[config.mk]
export PLATFORM = sky130hd
export DESIGN_NAME = isqrt_seq
export DESIGN_NICKNAME = d
export VERILOG_FILES = /design/src/rtl/isqrt_pkg.sv /design/src/rtl/isqrt_datapath.sv /design/src/rtl/isqrt_seq.sv
export SDC_FILE = /design/constraint.sdc
export NUM_CORES = 1
export LEC_CHECK = 0
export CELL_PAD_IN_SITES_DETAIL_PLACEMENT = 1
export CELL_PAD_IN_SITES_GLOBAL_PLACEMENT = 1
export CORE_MARGIN = 2
export CORE_UTILIZATION = 41
export CTS_CLUSTER_SIZE = 30
export DETAILED_ROUTE_END_ITERATION = 12
export PLACE_DENSITY = 0.93
export SLEW_MARGIN = 20
export SYNTH_ARGS = -nofsm -noshare
export SYNTH_HDL_FRONTEND = slang
export SYNTH_SLANG_ARGS = --single-unit
[constraint.sdc]
create_clock -name clk -period 3.1 [get_ports clk]
set_clock_uncertainty 0.15 [all_clocks]
set_input_delay 0.62 -clock clk [delete_from_list [all_inputs] [get_ports clk]]
set_output_delay 0.62 -clock clk [all_outputs]
set_load 0.01 [all_outputs]
[src/rtl/isqrt_pkg.sv]
// Shared types and width helpers for the sequential integer square root.
// ISQRT_REM_EN adds the Remainder output to isqrt_seq.
package isqrt_pkg;

    typedef enum logic [1:0] {
        S_IDLE = 2'd0,
        S_ITER = 2'd1,
        S_DONE = 2'd2
    } state_t;

    function automatic int root_w(input int w);
        return w / 2;
    endfunction

    function automatic int rem_w(input int w);
        return w / 2 + 2;
    endfunction

    function automatic int cnt_w(input int w);
        return (w / 2 > 1) ? $clog2(w / 2) : 1;
    endfunction

endpackage

[src/rtl/isqrt_datapath.sv]
// Restoring square-root datapath: operand shifter, trial subtract, output regs.
// ISQRT_REM_EN keeps the remainder output register.
module isqrt_datapath
    import isqrt_pkg::*;
#(
    parameter int WIDTH = 8
) (
    input  logic             clk,
    input  logic             Reset,
    input  logic             load,
    input  logic             step,
    input  logic             commit,
    input  logic             clear,
    input  logic [WIDTH-1:0] din,
`ifdef ISQRT_REM_EN
    output logic [WIDTH-1:0] remainder,
`endif
    output logic [WIDTH-1:0] result
);

    localparam int ROOT_W = root_w(WIDTH);
    localparam int REM_W  = rem_w(WIDTH);

    logic [WIDTH-1:0]  x;
    logic [REM_W-1:0]  rem;
    logic [ROOT_W-1:0] root;
    logic [REM_W-1:0]  trial;
    logic [REM_W-1:0]  t;
    logic [REM_W-1:0]  rem_nx;
    logic [ROOT_W-1:0] root_nx;
    logic              ge;

    // Bits shifted out of rem are provably zero: rem < 2^ROOT_W when read.
    always_comb begin
        trial   = (rem << 2) | REM_W'(x[WIDTH-1 -: 2]);
        t       = {root, 2'b01};
        ge      = (trial >= t);
        rem_nx  = ge ? (trial - t) : trial;
        root_nx = {root[ROOT_W-2:0], ge};
    end

    always_ff @(posedge clk) begin
        if (Reset) begin
            x    <= '0;
            rem  <= '0;
            root <= '0;
        end else if (load) begin
            x    <= din;
            rem  <= '0;
            root <= '0;
        end else if (step) begin
            x    <= x << 2;
            rem  <= rem_nx;
            root <= root_nx;
        end
    end

    always_ff @(posedge clk) begin
        if (Reset || clear) begin
            result <= '0;
        end else if (commit) begin
            result <= WIDTH'(root_nx);
        end
    end

`ifdef ISQRT_REM_EN
    always_ff @(posedge clk) begin
        if (Reset || clear) begin
            remainder <= '0;
        end else if (commit) begin
            remainder <= WIDTH'(rem_nx);
        end
    end
`endif

endmodule

[src/rtl/isqrt_seq.sv]
// Sequential floor square root, one root bit per clock; controller + datapath.
// Define ISQRT_REM_EN to expose the Remainder port.
module isqrt_seq
    import isqrt_pkg::*;
#(
    parameter int WIDTH = 8
) (
    input  logic             clk,
    input  logic             Reset,
    input  logic             Start,
    input  logic [WIDTH-1:0] Input1,
    output logic [WIDTH-1:0] Result,
`ifdef ISQRT_REM_EN
    output logic [WIDTH-1:0] Remainder,
`endif
    output logic             Busy,
    output logic             Done,
    output logic             Error
);

    localparam int CNT_W = cnt_w(WIDTH);
    localparam logic [CNT_W-1:0] CNT_INIT = CNT_W'(root_w(WIDTH) - 1);

    state_t           state;
    state_t           state_nx;
    logic [CNT_W-1:0] cnt;
    logic             err;
    logic             load;
    logic             step;
    logic             commit;
    logic             clear;

    always_ff @(posedge clk) begin
        if (Reset) begin
            state <= S_IDLE;
            cnt   <= '0;
            err   <= 1'b0;
        end else begin
            state <= state_nx;
            if (load) begin
                cnt <= CNT_INIT;
                err <= 1'b0;
            end else if (step && cnt != '0) begin
                cnt <= cnt - 1'b1;
            end
            if (clear) begin
                err <= 1'b1;
            end
        end
    end

    // IDLE and DONE accept identically, which gives back-to-back operation.
    always_comb begin
        state_nx = state;
        load     = 1'b0;
        step     = 1'b0;
        commit   = 1'b0;
        clear    = 1'b0;
        unique case (1'b1)
            (state == S_IDLE), (state == S_DONE): begin
                state_nx = S_IDLE;
                if (Start) begin
                    if (Input1[WIDTH-1]) begin
                        clear    = 1'b1;
                        state_nx = S_DONE;
                    end else begin
                        load     = 1'b1;
                        state_nx = S_ITER;
                    end
                end
            end
            (state == S_ITER): begin
                step = 1'b1;
                if (cnt == '0) begin
                    commit   = 1'b1;
                    state_nx = S_DONE;
                end
            end
            default: state_nx = S_IDLE;
        endcase
    end

    assign Busy  = (state == S_ITER);
    assign Done  = (state == S_DONE);
    assign Error = err;

    isqrt_datapath #(
        .WIDTH(WIDTH)
    ) u_dp (
        .clk      (clk),
        .Reset    (Reset),
        .load     (load),
        .step     (step),
        .commit   (commit),
        .clear    (clear),
        .din      (Input1),
`ifdef ISQRT_REM_EN
        .remainder(Remainder),
`endif
        .result   (Result)
    );

endmodule

Word level (Yosys, flattened, before mapping)
Index checks and enable logic that the tools add are counted.

storage, ports and cells
  bits in registers = 25
  latch bits = 0
  bits in writable memories = 0
  ROM bits = 0
  input port bits = 11
  output and inout bits = 11
  word-level logic and storage cells = 44
  memories = 0

operators by class
  add/subtract/negate cells = 2
  $mul = 0
  divide/modulo/power cells = 0
  $lt $le $gt $ge = 1
  equal/unequal tests = 3
  shift operators = 0
  multiplexer cells = 20
  bitwise operators = 1
  reductions and logical operators = 10

operators by type and width
  operator                                                                number
  8-bit two-way mux                                                       2
  1-bit two-way mux                                                       11
  2-bit two-way mux                                                       5
  2-bit nonzero test                                                      4
  6-bit greater-or-equal comparator                                       1
  6-bit by 2-bit OR with 6-bit output                                     1
  2-bit logical NOT                                                       2
  4-bit two-way mux                                                       1
  2-bit one-hot mux with 2 select lines                                   1
  2-bit OR reduction                                                      2
  4-bit subtractor                                                        1
  2-bit by 1-bit equality test with 1-bit output (second input constant)  1
  2-bit equality test (second input constant)                             1
  2-bit by 1-bit != test with 1-bit output (second input constant)        1
  2-bit by 1-bit subtractor with 2-bit output (second input constant)     1
  1-bit logical AND                                                       1
  1-bit logical OR                                                        1

Longest topological paths before layout
Gate-level depths: netlist (run 1).

  word-level depth = 5
  gate-level depth with buffers = 6
  mapped depth without buffers = 6

Cells and area by module
Synthesis (run 1) repeated with hierarchy kept, for this count alone.

unflattened totals
  cell total of the unflattened synthesis = 156
  area total of the unflattened synthesis = 1377.6 sq um

by module, submodules not included
  module          times used  cells an instance  area each (sq um)
  isqrt_datapath  1           130                1137.3
  isqrt_seq       1           26                 240.2

Worst setup path before layout (run 1)
Ideal clock, no wire load.

  path kind = reg-to-reg
  start = register u_dp.root[1]
  end = register u_dp.rem[2]
  setup time = 0.122 ns
  arrival = 1.694 ns
  setup slack = 1.135 ns
  stages on the path, launching flop included = 7
  buffers on the path = 0
  cells stage by stage = dfxtp_1 -> inv_1 -> ha_1 -> a211o_1 -> a221oi_4 -> mux2i_1 -> a21oi_2

between the ends
  longest elaborated chain between the ends = 2

ends and longest elaborated chain
  item                               RTL line              source
  start: declaration                 isqrt_datapath.sv:26  logic [ROOT_W-1:0] root;
  start signal: assignment           isqrt_datapath.sv:54  root <= root_nx;
  6-bit greater-or-equal comparator  isqrt_datapath.sv:37  ge = (trial >= t);
  4-bit two-way mux                  isqrt_datapath.sv:38  rem_nx = ge ? (trial - t) : trial;
  end signal: assignment             isqrt_datapath.sv:53  rem <= rem_nx;
  end: declaration                   isqrt_datapath.sv:25  logic [REM_W-1:0] rem;

Every way passes these cells.
A chain may end at the register's enable or synchronous reset.

Worst setup path after layout (run 1)
  start = register state[1]
  end = output port Busy

between the ends
  longest elaborated chain between the ends = 1

ends and longest elaborated chain
  item                                            RTL line         source
  start: declaration                              isqrt_seq.sv:24  state_t state;
  start signal: assignment                        isqrt_seq.sv:39  state <= state_nx;
  2-bit by 1-bit equality test with 1-bit output  isqrt_seq.sv:83  assign Busy = (state == S_ITER);
  end: declaration                                isqrt_seq.sv:16  output logic Busy,

Every way passes these cells.

==> results.ini, run 1 <==
[run_status]
run_status=finished, violations left
failed_checks=DRC

[setup_path]
slowest_stage=clkdlybuf4s50_1
crit_type=register to output port
critPathBufInv=3
slowest_delay_ps=530
critical_path.top_delay_family=buffers and inverters
critPathLaunchType=register
critPathArrivalTime_ps=1610
end_kind=output port
required_ps=2330
path_max_fanout=13
critical_path.cell_chain=nand2b_1 > buf_4 > inv_1 > clkdlybuf4s50_1

[route]
drt-initial-drc-count=17
routed.top_layer=met4
vias=1075
first_pass_iters=8
wl_met3_microns=90
routedLengthMet1_mm=1.32
viasPerCell=5.48
wirelength_mm=2.94
remaining_drc_errors=1
ant_nets=0
routed-wl-met2_mm=1.50
wl_per_cell_microns=15.0

[yosys]
yosys_warnings=0
yosysMostFrequentCell=dfxtp_1
synth.top_cell.area_share_pct=40.5
ys_types=31
synthesis.area_sq_mm=0.00123
synth-seq-area-share_pct=40.5
synth.top_cells.by_count=dfxtp_1 (25), a21oi_1 (22), nand2_1 (19), inv_1 (9), nand3_1 (8)
synth-edff-count=0
ys_top_cells_by_area=dfxtp_1 (41%), a21oi_1 (8.9%), ha_1 (7.1%), nand2_1 (5.8%), a22oi_1 (3.6%)
synth_cells=147
synth.avg_cell_area_sq_um=8.40
ys_seq_elements=25
synthArstFlopShare_pct=0
synth_flop_cell=dfxtp_1
yosys.area.top_type=dfxtp_1

[power_and_ir_drop]
power_density_mw_per_mm2=435
p_leak_nw=0.538
ir_drop_v=0.000302
finalPower_mw=0.636

[floorplan]
num_rows=19
initial_core_util_pct=44.0
die_w_microns=58.9
die-area_sq_mm=0.00347
core_area_sq_mm=0.00281
die_h_microns=58.9
pin_count=22

[clocking]
cts-htree-levels=1
clk_pin_slew_worst_paths_ps=150
postCtsHoldBufs=0
cts_root_buf=clkbuf_4
cts_resized=0
tritoncts=yes
cts_buffer_depth=2
numCtsBuffers=3
clk_latency_ps=330
post_cts_buffers=0
clock_sinks=25

[global_route]
overflow=0
grt_max_degree=25
track_usage_pct=19.4
grt_pass1_wl_mm=5.13
grt_pass1_vias=1143
antenna_found_initial=0

[finish]
final_util_pct=52.1
design_area_sq_mm=0.00146
drive_above_1_share_pct=7.88
n_antenna_cell=0
finalNonFillerCells=196
finalNetCount=184
area_growth_pct=18.3

[place]
dp_hpwl_mm=2.30
placed_area_sq_mm=0.00143
place_inst=192
dp_slack_ps=689
place_congestion=0.813
portBuffers=17

[flow_run]
drv_cap=0

[timing]
clock.fmax_ghz=0.420
min_period_ps=2380
finalMaxSlewViolations=0
worst_slack_ps=719
whs_ps=328
rsz0062_at_grt=false
timing.setup.tns_ps=0
fin_crit_sh_pct=76.8
hold_viol=0
setup_viol=0

[min_path]
hold_path_class=register to register

## tightest hold or removal path: stages (launching register included)
cell and delay [ps]:
dfxtp_1 340, nand2_1 50, a21oi_1 60
## cell usage in the layout (no fill, tap or decap), drive strengths merged, types with 5 or more instances in the layout
master | Yosys | routed
nand3 | 8 | 8
nor2 | 7 | 7
nand2b | 5 | 5
dfxtp | 25 | 25
a22oi | 6 | 6
nand2 | 19 | 19
clkdlybuf4s50 | 0 | 17
inv | 9 | 9
a21oi | 24 | 24
ha | 7 | 7
## layout make-up
cell class | instances | area (sq um)
Clock buffer | 3 | 22.5
Multi-Input combinational cell | 106 | 658
Clock inverter | 1 | 7.51
Fill cell | 346 | 1340
Inverter | 9 | 33.8
Sequential cell | 25 | 500
Tap cell | 31 | 38.8
Timing Repair Buffer | 21 | 200
## power breakdown
| part | internal (mW) | switching [mW] | leakage [nW] | total [mW] |
|---|---|---|---|---|
| combinational | 0.0606 | 0.0732 | 0.321 | 0.134 |
| sequential | 0.335 | 0.00944 | 0.204 | 0.344 |
| clock | 0.0495 | 0.108 | 0.0139 | 0.157 |
## metal layers
metal | up-vias | global-route usage (%)
li1 | 540 | -
met1 | 511 | 22.8
met2 | 20 | 34.8
met3 | 4 | 4.18
met4 | 0 | 6.17
met5 | - | 0
## cells by family (layout without fill, tap and decap cells)
group	Yosys count	in the layout	share of synthesized area, %
simple gates	49	49	19.5
compound gates	41	41	21.7
flops	25	25	40.5
buf+inv	19	34	7.09
fa+ha+maj	7	7	7.09
mux	3	3	2.43
xor+xnor	2	2	1.42
other cells	1	4	0.304
## path summary, 6_finish.rpt
kind,startpoint,endpoint,slack (ps),cells after the start
worst max-delay path,state[1]$_SDFFE_PP0N_,Busy,720,4
worst min-delay path,u_dp.result[3]$_SDFFE_PP0P_,u_dp.result[3]$_SDFFE_PP0P_,330,2
worst max register to register,u_dp.root[1]$_SDFFE_PP0P_,u_dp.rem[2]$_SDFFE_PP0P_,850,6
worst min register to register,u_dp.result[3]$_SDFFE_PP0P_,u_dp.result[3]$_SDFFE_PP0P_,330,2
## registers in the layout (all words and copies together), names as in the netlist
signal and cells:
u_dp.x 8, u_dp.rem 4, u_dp.result 4, u_dp.root 4
cnt 2, state 2, Error 1
No activity file was read; power rests on OpenSTA's default activity.
==> inputs of run 2 (changes only) <==
--- a/config.mk
+++ b/config.mk
@@ -8,10 +8,10 @@
 export CELL_PAD_IN_SITES_DETAIL_PLACEMENT = 1
 export CELL_PAD_IN_SITES_GLOBAL_PLACEMENT = 1
 export CORE_MARGIN = 2
-export CORE_UTILIZATION = 41
+export CORE_UTILIZATION = 38
 export CTS_CLUSTER_SIZE = 30
 export DETAILED_ROUTE_END_ITERATION = 12
-export PLACE_DENSITY = 0.93
+export PLACE_DENSITY = 0.88
 export SLEW_MARGIN = 20
 export SYNTH_ARGS = -nofsm -noshare
 export SYNTH_HDL_FRONTEND = slang
==> constraint.sdc (replaced) <==
create_clock -name clk -period 2.2 [get_ports clk]
set_clock_uncertainty 0.15 [all_clocks]
set_input_delay 0.44 -clock clk [delete_from_list [all_inputs] [get_ports clk]]
set_output_delay 0.44 -clock clk [all_outputs]
set_load 0.01 [all_outputs]
==> run 2 against run 1 <==
Compared with the run above:
- the flow now finishes without violations
- global-route usage shrank 0.67 points
- first-iteration DRC count increased by 35%
- die area is 7.3% higher
- largest cell class unchanged
- critical path depth increased by 2
- sequential share of layout area is 1.1 points lower
==> results.ini, run 2 (synthesis gave the netlist of run 1 again) <==
[run_status]
run_status=complete, no violations  ; was finished, violations left

[setup_path]
crit_type=register to register  ; was register to output port
required_ps=2260  ; was 2330 ps
path_max_fanout=4  ; was 13
end_kind=register  ; was output port
critPathLaunchType=register  ; unchanged
critPathArrivalTime_ps=2170  ; was 1610 ps

[clocking]
postCtsHoldBufs=0  ; unchanged
clk_pin_slew_worst_paths_ps=150  ; about the same
cts_buffer_depth=2  ; unchanged
clock_sinks=25  ; unchanged
tritoncts=yes  ; unchanged
cts-htree-levels=1  ; unchanged
numCtsBuffers=3  ; unchanged
clk_latency_ps=320  ; was 330 ps
cts_root_buf=clkbuf_4  ; unchanged

[place]
place_congestion=0.826  ; was 0.813
portBuffers=17  ; unchanged
dp_hpwl_mm=2.58  ; was 2.30 mm
placed_area_sq_mm=0.00146  ; was 0.00143 sq mm

[finish]
finalNetCount=189  ; was 184
area_growth_pct=22.6  ; was 18.3%
fillerInstances=366  ; was 346
layout_commonest_cell=dfxtp_1  ; unchanged
drive_above_1_share_pct=11.2  ; was 7.88%
design_area_sq_mm=0.00151  ; was 0.00146 sq mm
final_cell_mix=dfxtp_1 (24), a21oi_1 (22), nand2_1 (19)  ; was dfxtp_1 (25), a21oi_1 (22), nand2_1 (19)
largest_reg_flops=8  ; unchanged
n_antenna_cell=0  ; unchanged
top_register=u_dp.x  ; unchanged

[global_route]
overflow=0  ; unchanged
grt_pass1_wl_mm=5.18  ; was 5.13 mm
grt_pass1_vias=1193  ; was 1143
track_usage_pct=18.7  ; was 19.4%
grt_max_degree=25  ; unchanged
antenna_found_initial=0  ; unchanged

[min_path]
hold_path_class=register to register  ; unchanged

[timing]
finalMaxSlewViolations=0  ; unchanged
setup_viol=0  ; unchanged
min_period_ps=2110
timing.setup.tns_ps=0  ; unchanged
fin_crit_sh_pct=95.9
clock.fmax_ghz=0.474
hold_viol=0  ; unchanged

[power_and_ir_drop]
power_density_mw_per_mm2=597  ; was 435 mW/mm^2
ir_drop_v=0.000367  ; was 0.000302 V
p_leak_nw=0.567  ; was 0.538 nW

[floorplan]
die_h_microns=61.0  ; was 58.9 microns
pin_count=22  ; unchanged
initial_core_util_pct=40.1  ; was 44.0%
num_rows=20  ; was 19
die_w_microns=61.0  ; was 58.9 microns
die-area_sq_mm=0.00372  ; was 0.00347 sq mm
core_area_sq_mm=0.00308  ; was 0.00281 sq mm

[route]
wl_per_cell_microns=15.1  ; was 15.0 microns
first_pass_iters=4  ; was 8
wirelength_mm=3.24  ; was 2.94 mm
viasPerCell=5.24  ; was 5.48
remaining_drc_errors=0  ; was 1
drt-initial-drc-count=23  ; was 17
vias=1121  ; was 1075
ant_nets=0  ; unchanged

[flow_run]
drv_cap=0  ; unchanged

## run 2: where the power goes
group,leakage [nW],internal [mW],switching [mW]
clock,0.0177,0.0680,0.143
sequential,0.204,0.472,0.0133
combinational,0.345,0.0985,0.109
## run 2: cell type report
class | count | area, sq um | area share [%]
Clock buffer | 3 | 22.5 | 1.49
Clock inverter | 1 | 5.00 | 0.331
Tap cell | 44 | 55.1 | 3.64
Timing Repair Buffer | 26 | 238 | 15.7
Inverter | 9 | 33.8 | 2.23
Sequential cell | 25 | 502 | 33.1
Multi-Input combinational cell | 106 | 658 | 43.5
## run 2: stage by stage
stage	total power, mW	cells	util [%]	hold slack [ps]	worst slack [ps]
floorplan	0.623	150	-	281	235
global placement	0.674	206	47.3	292	159
detailed placement	0.688	206	47.3	299	29.0
CTS	0.904	212	48.7	319	52.0
global route	0.947	214	49.2	342	-0.224
finish	0.904	214	49.2	315	89.2
## run 2: worst paths after layout
| check | cells after the start | end | startpoint | slack [ps] |
|---|---|---|---|---|
| worst max register to register | 6 | u_dp.rem[3]$_SDFFE_PP0P_ | u_dp.root[1]$_SDFFE_PP0P_ | 90 |
| worst min register to register | 2 | u_dp.root[3]$_SDFFE_PP0P_ | u_dp.root[3]$_SDFFE_PP0P_ | 310 |
| worst max-delay path | 6 | u_dp.rem[3]$_SDFFE_PP0P_ | u_dp.root[1]$_SDFFE_PP0P_ | 90 |
| worst min-delay path | 2 | u_dp.root[3]$_SDFFE_PP0P_ | u_dp.root[3]$_SDFFE_PP0P_ | 310 |
## run 2: worst max-delay path, cell delays in order (launching register included)
cell	delay (ps)
dfxtp_2	360
inv_1	40
ha_1	320
a211o_1	360
a221oi_4	380
mux2i_1	290
a21oi_2	90
## run 2: routing by layer
metal / up-vias / share of wire, % / global-route usage [%]
li1: 548 / - / -
met1: 537 / 41 / 20.9
met2: 26 / 53 / 33.8
met3: 10 / 3.6 / 3.62
met4: 0 / 3.1 / 9.01
met5: - / 0 / 0
## run 2: timing repair
action / 4_1_cts / 5_1_grt
pin swaps: 1 / 2
resized for setup: 0 / 1
buffers inserted: 2 / 2
setup endpoints to repair: 1 / 3
cloned: 0 / 0
==> inputs of run 3 (changes only) <==
--- a/config.mk
+++ b/config.mk
@@ -9,7 +9,8 @@
 export CELL_PAD_IN_SITES_GLOBAL_PLACEMENT = 1
 export CORE_MARGIN = 2
 export CORE_UTILIZATION = 38
-export CTS_CLUSTER_SIZE = 30
+export CTS_BUF_LIST = sky130_fd_sc_hd__clkbuf_16
+export CTS_CLUSTER_SIZE = 25
 export DETAILED_ROUTE_END_ITERATION = 12
 export PLACE_DENSITY = 0.88
 export SLEW_MARGIN = 20
==> run 3 against run 2 <==
Compared with the run above:
- worst hold slack got worse by 9.5 ps
- worst setup slack improved by 22 ps
- sequential share of layout area fell by 1.1 points
- largest power group unchanged
==> results.ini, run 3 (synthesis gave the netlist of run 1 again) <==
[finish]
multi_input_area_sq_um=674  ; was 658 sq um
finalNetCount=187  ; was 189
largest_reg_flops=8  ; unchanged
n_antenna_cell=0  ; unchanged
area_growth_pct=27.0  ; was 22.6%
top_register=u_dp.x  ; unchanged
finalNonFillerCells=212  ; was 214
fillerInstances=359  ; was 366
layout_commonest_cell=dfxtp_1  ; unchanged
final_cell_mix=dfxtp_1 (24), a21oi_1 (22), nand2_1 (19)  ; unchanged
seqCellArea_sq_um=502  ; unchanged
drive_above_1_share_pct=11.3  ; was 11.2%

[place]
dp_hpwl_mm=2.58  ; unchanged
place_inst=206  ; unchanged
portBuffers=17  ; unchanged
place_congestion=0.826  ; unchanged

[global_route]
track_usage_pct=20.1  ; was 18.7%
gr-usage-met1_pct=22.5  ; was 20.9%
gr-usage-met3_pct=3.84  ; was 3.62%
antenna_found_initial=0  ; unchanged
use_met2_pct=36.4  ; was 33.8%
grt_pass1_wl_mm=5.35  ; was 5.18 mm
grt_pass1_vias=1176  ; was 1193
overflow=0  ; unchanged
grt_max_degree=25  ; unchanged
busiest_layer=met2  ; unchanged

[power_and_ir_drop]
switching_power_mw=0.285  ; was 0.266 mW
power.share.clock_pct=36.9  ; was 23.3%
ir_drop_v=0.000423  ; was 0.000367 V
seqPwrFrac_pct=44.2  ; was 53.7%
power_density_mw_per_mm2=701  ; was 597 mW/mm^2
p_int_mw=0.814  ; was 0.639 mW
p_leak_nw=0.578  ; was 0.567 nW
swShare_pct=26.0  ; was 29.4%
p_comb_share_pct=18.9  ; was 23.0%

[clocking]
cts_buffer_depth=2  ; unchanged
clk_latency_ps=260  ; was 320 ps
numCtsBuffers=3  ; unchanged
cts_root_buf=clkbuf_16  ; was clkbuf_4
postCtsHoldBufs=0  ; unchanged
cts-htree-levels=1  ; unchanged
clk_pin_slew_worst_paths_ps=60  ; was 150 ps
tritoncts=yes  ; unchanged
clock_sinks=25  ; unchanged

[route]
wirelength_mm=3.39  ; was 3.24 mm
drt-initial-drc-count=26  ; was 23
remaining_drc_errors=0  ; unchanged
viasPerCell=5.25  ; was 5.24
vias=1112  ; was 1121
first_pass_iters=4  ; unchanged
wl_per_cell_microns=16.0  ; was 15.1 microns
ant_nets=0  ; unchanged

[floorplan]
die_w_microns=61.0  ; unchanged
initial_core_util_pct=40.1  ; unchanged
core_area_sq_mm=0.00308  ; unchanged
num_rows=20  ; unchanged
die-area_sq_mm=0.00372  ; unchanged
die_h_microns=61.0  ; unchanged
pin_count=22  ; unchanged

[setup_path]
critPathLaunchType=register  ; unchanged
critPathArrivalTime_ps=2140  ; was 2170 ps
end_kind=register  ; unchanged
path_max_fanout=4  ; unchanged
crit_type=register to register  ; unchanged
required_ps=2250  ; was 2260 ps

[timing]
finalMaxSlewViolations=0  ; unchanged
min_period_ps=2090  ; was 2110 ps
timing.setup.tns_ps=0  ; unchanged
hold_viol=0  ; unchanged
clock.fmax_ghz=0.479  ; was 0.474 GHz
setup_viol=0  ; unchanged
rsz0062_at_grt=false
fin_crit_sh_pct=94.9  ; was 95.9%

[run_status]
run_status=complete, no violations  ; unchanged

[flow_run]
drv_cap=0  ; unchanged

[min_path]
hold_path_class=register to register  ; unchanged

==> run 3: cell types whose count changed in the layout (fill, tap and decap cells not counted) <==
cell,change
buf_4,-2
clkbuf_16,+3
mux2i_1,-1
clkbuf_4,-3
ha_1,-1
mux2i_2,+1
ha_4,+1
==> run 3: stage by stage <==
stage / instance area [sq um] / setup slack [ps] / power [mW] / util (%) / hold slack, ps
6_report: 1570 / 111 / 1.10 / 50.9 / 305
3_3_place_gp: 1460 / 159 / 0.674 / 47.3 / 292
3_5_place_dp: 1460 / 29.0 / 0.688 / 47.3 / 299
5_1_grt: 1570 / 15.4 / 1.14 / 50.9 / 333
2_1_floorplan: 1250 / 235 / 0.623 / - / 281
4_1_cts: 1540 / 39.5 / 1.10 / 50.1 / 308
==> run 3: final timing paths <==
kind / startpoint / end / slack [ps] / cells past startpoint
worst max-delay path: u_dp.root[0]$_SDFFE_PP0P_ / u_dp.rem[1]$_SDFFE_PP0P_ / 110 / 7
worst max register to register: u_dp.root[0]$_SDFFE_PP0P_ / u_dp.rem[1]$_SDFFE_PP0P_ / 110 / 7
worst min register to register: u_dp.root[3]$_SDFFE_PP0P_ / u_dp.root[3]$_SDFFE_PP0P_ / 310 / 2
worst min-delay path: u_dp.root[3]$_SDFFE_PP0P_ / u_dp.root[3]$_SDFFE_PP0P_ / 310 / 2
==> run 3: worst max-delay path, cell delays in order, from the launching register on <==
cell	delay (ps)
dfxtp_1	360
inv_1	60
ha_1	340
and4_1	280
a221oi_4	110
buf_4	160
or4_1	470
nand3_1	100
==> run 3: layout make-up <==
type / count / area share (%)
Multi-Input combinational cell: 106 / 43.0
Clock buffer: 3 / 4.79
Timing Repair Buffer: 24 / 14.2
Sequential cell: 25 / 32.0
Tap cell: 44 / 3.51
Inverter: 9 / 2.15
Clock inverter: 1 / 0.319
==> run 3: timing repair <==
item | in CTS | in global routing
endpoints found under the hold margin | 0 | 0
buffers inserted | 1 | 1
pin swaps | 1 | 2
endpoints found under the setup margin | 1 | 3
gates resized for setup | 0 | 3
==> run 3: layer usage <==
metal	share of wire [%]	wire length, microns
met1	40	1350
met2	54	1840
met3	3.5	118
met4	2.2	74
met5	0	0
==> run 3: power groups by stage <==
| stage | Combinational, mW | Sequential, mW | Clock (mW) |
|---|---|---|---|
| floorplan | 0.131 | 0.492 | 0 |
| global placement | 0.181 | 0.493 | 0 |
| detailed placement | 0.193 | 0.495 | 0 |
| CTS | 0.201 | 0.485 | 0.411 |
| global route | 0.227 | 0.487 | 0.427 |
| finish | 0.208 | 0.486 | 0.405 |
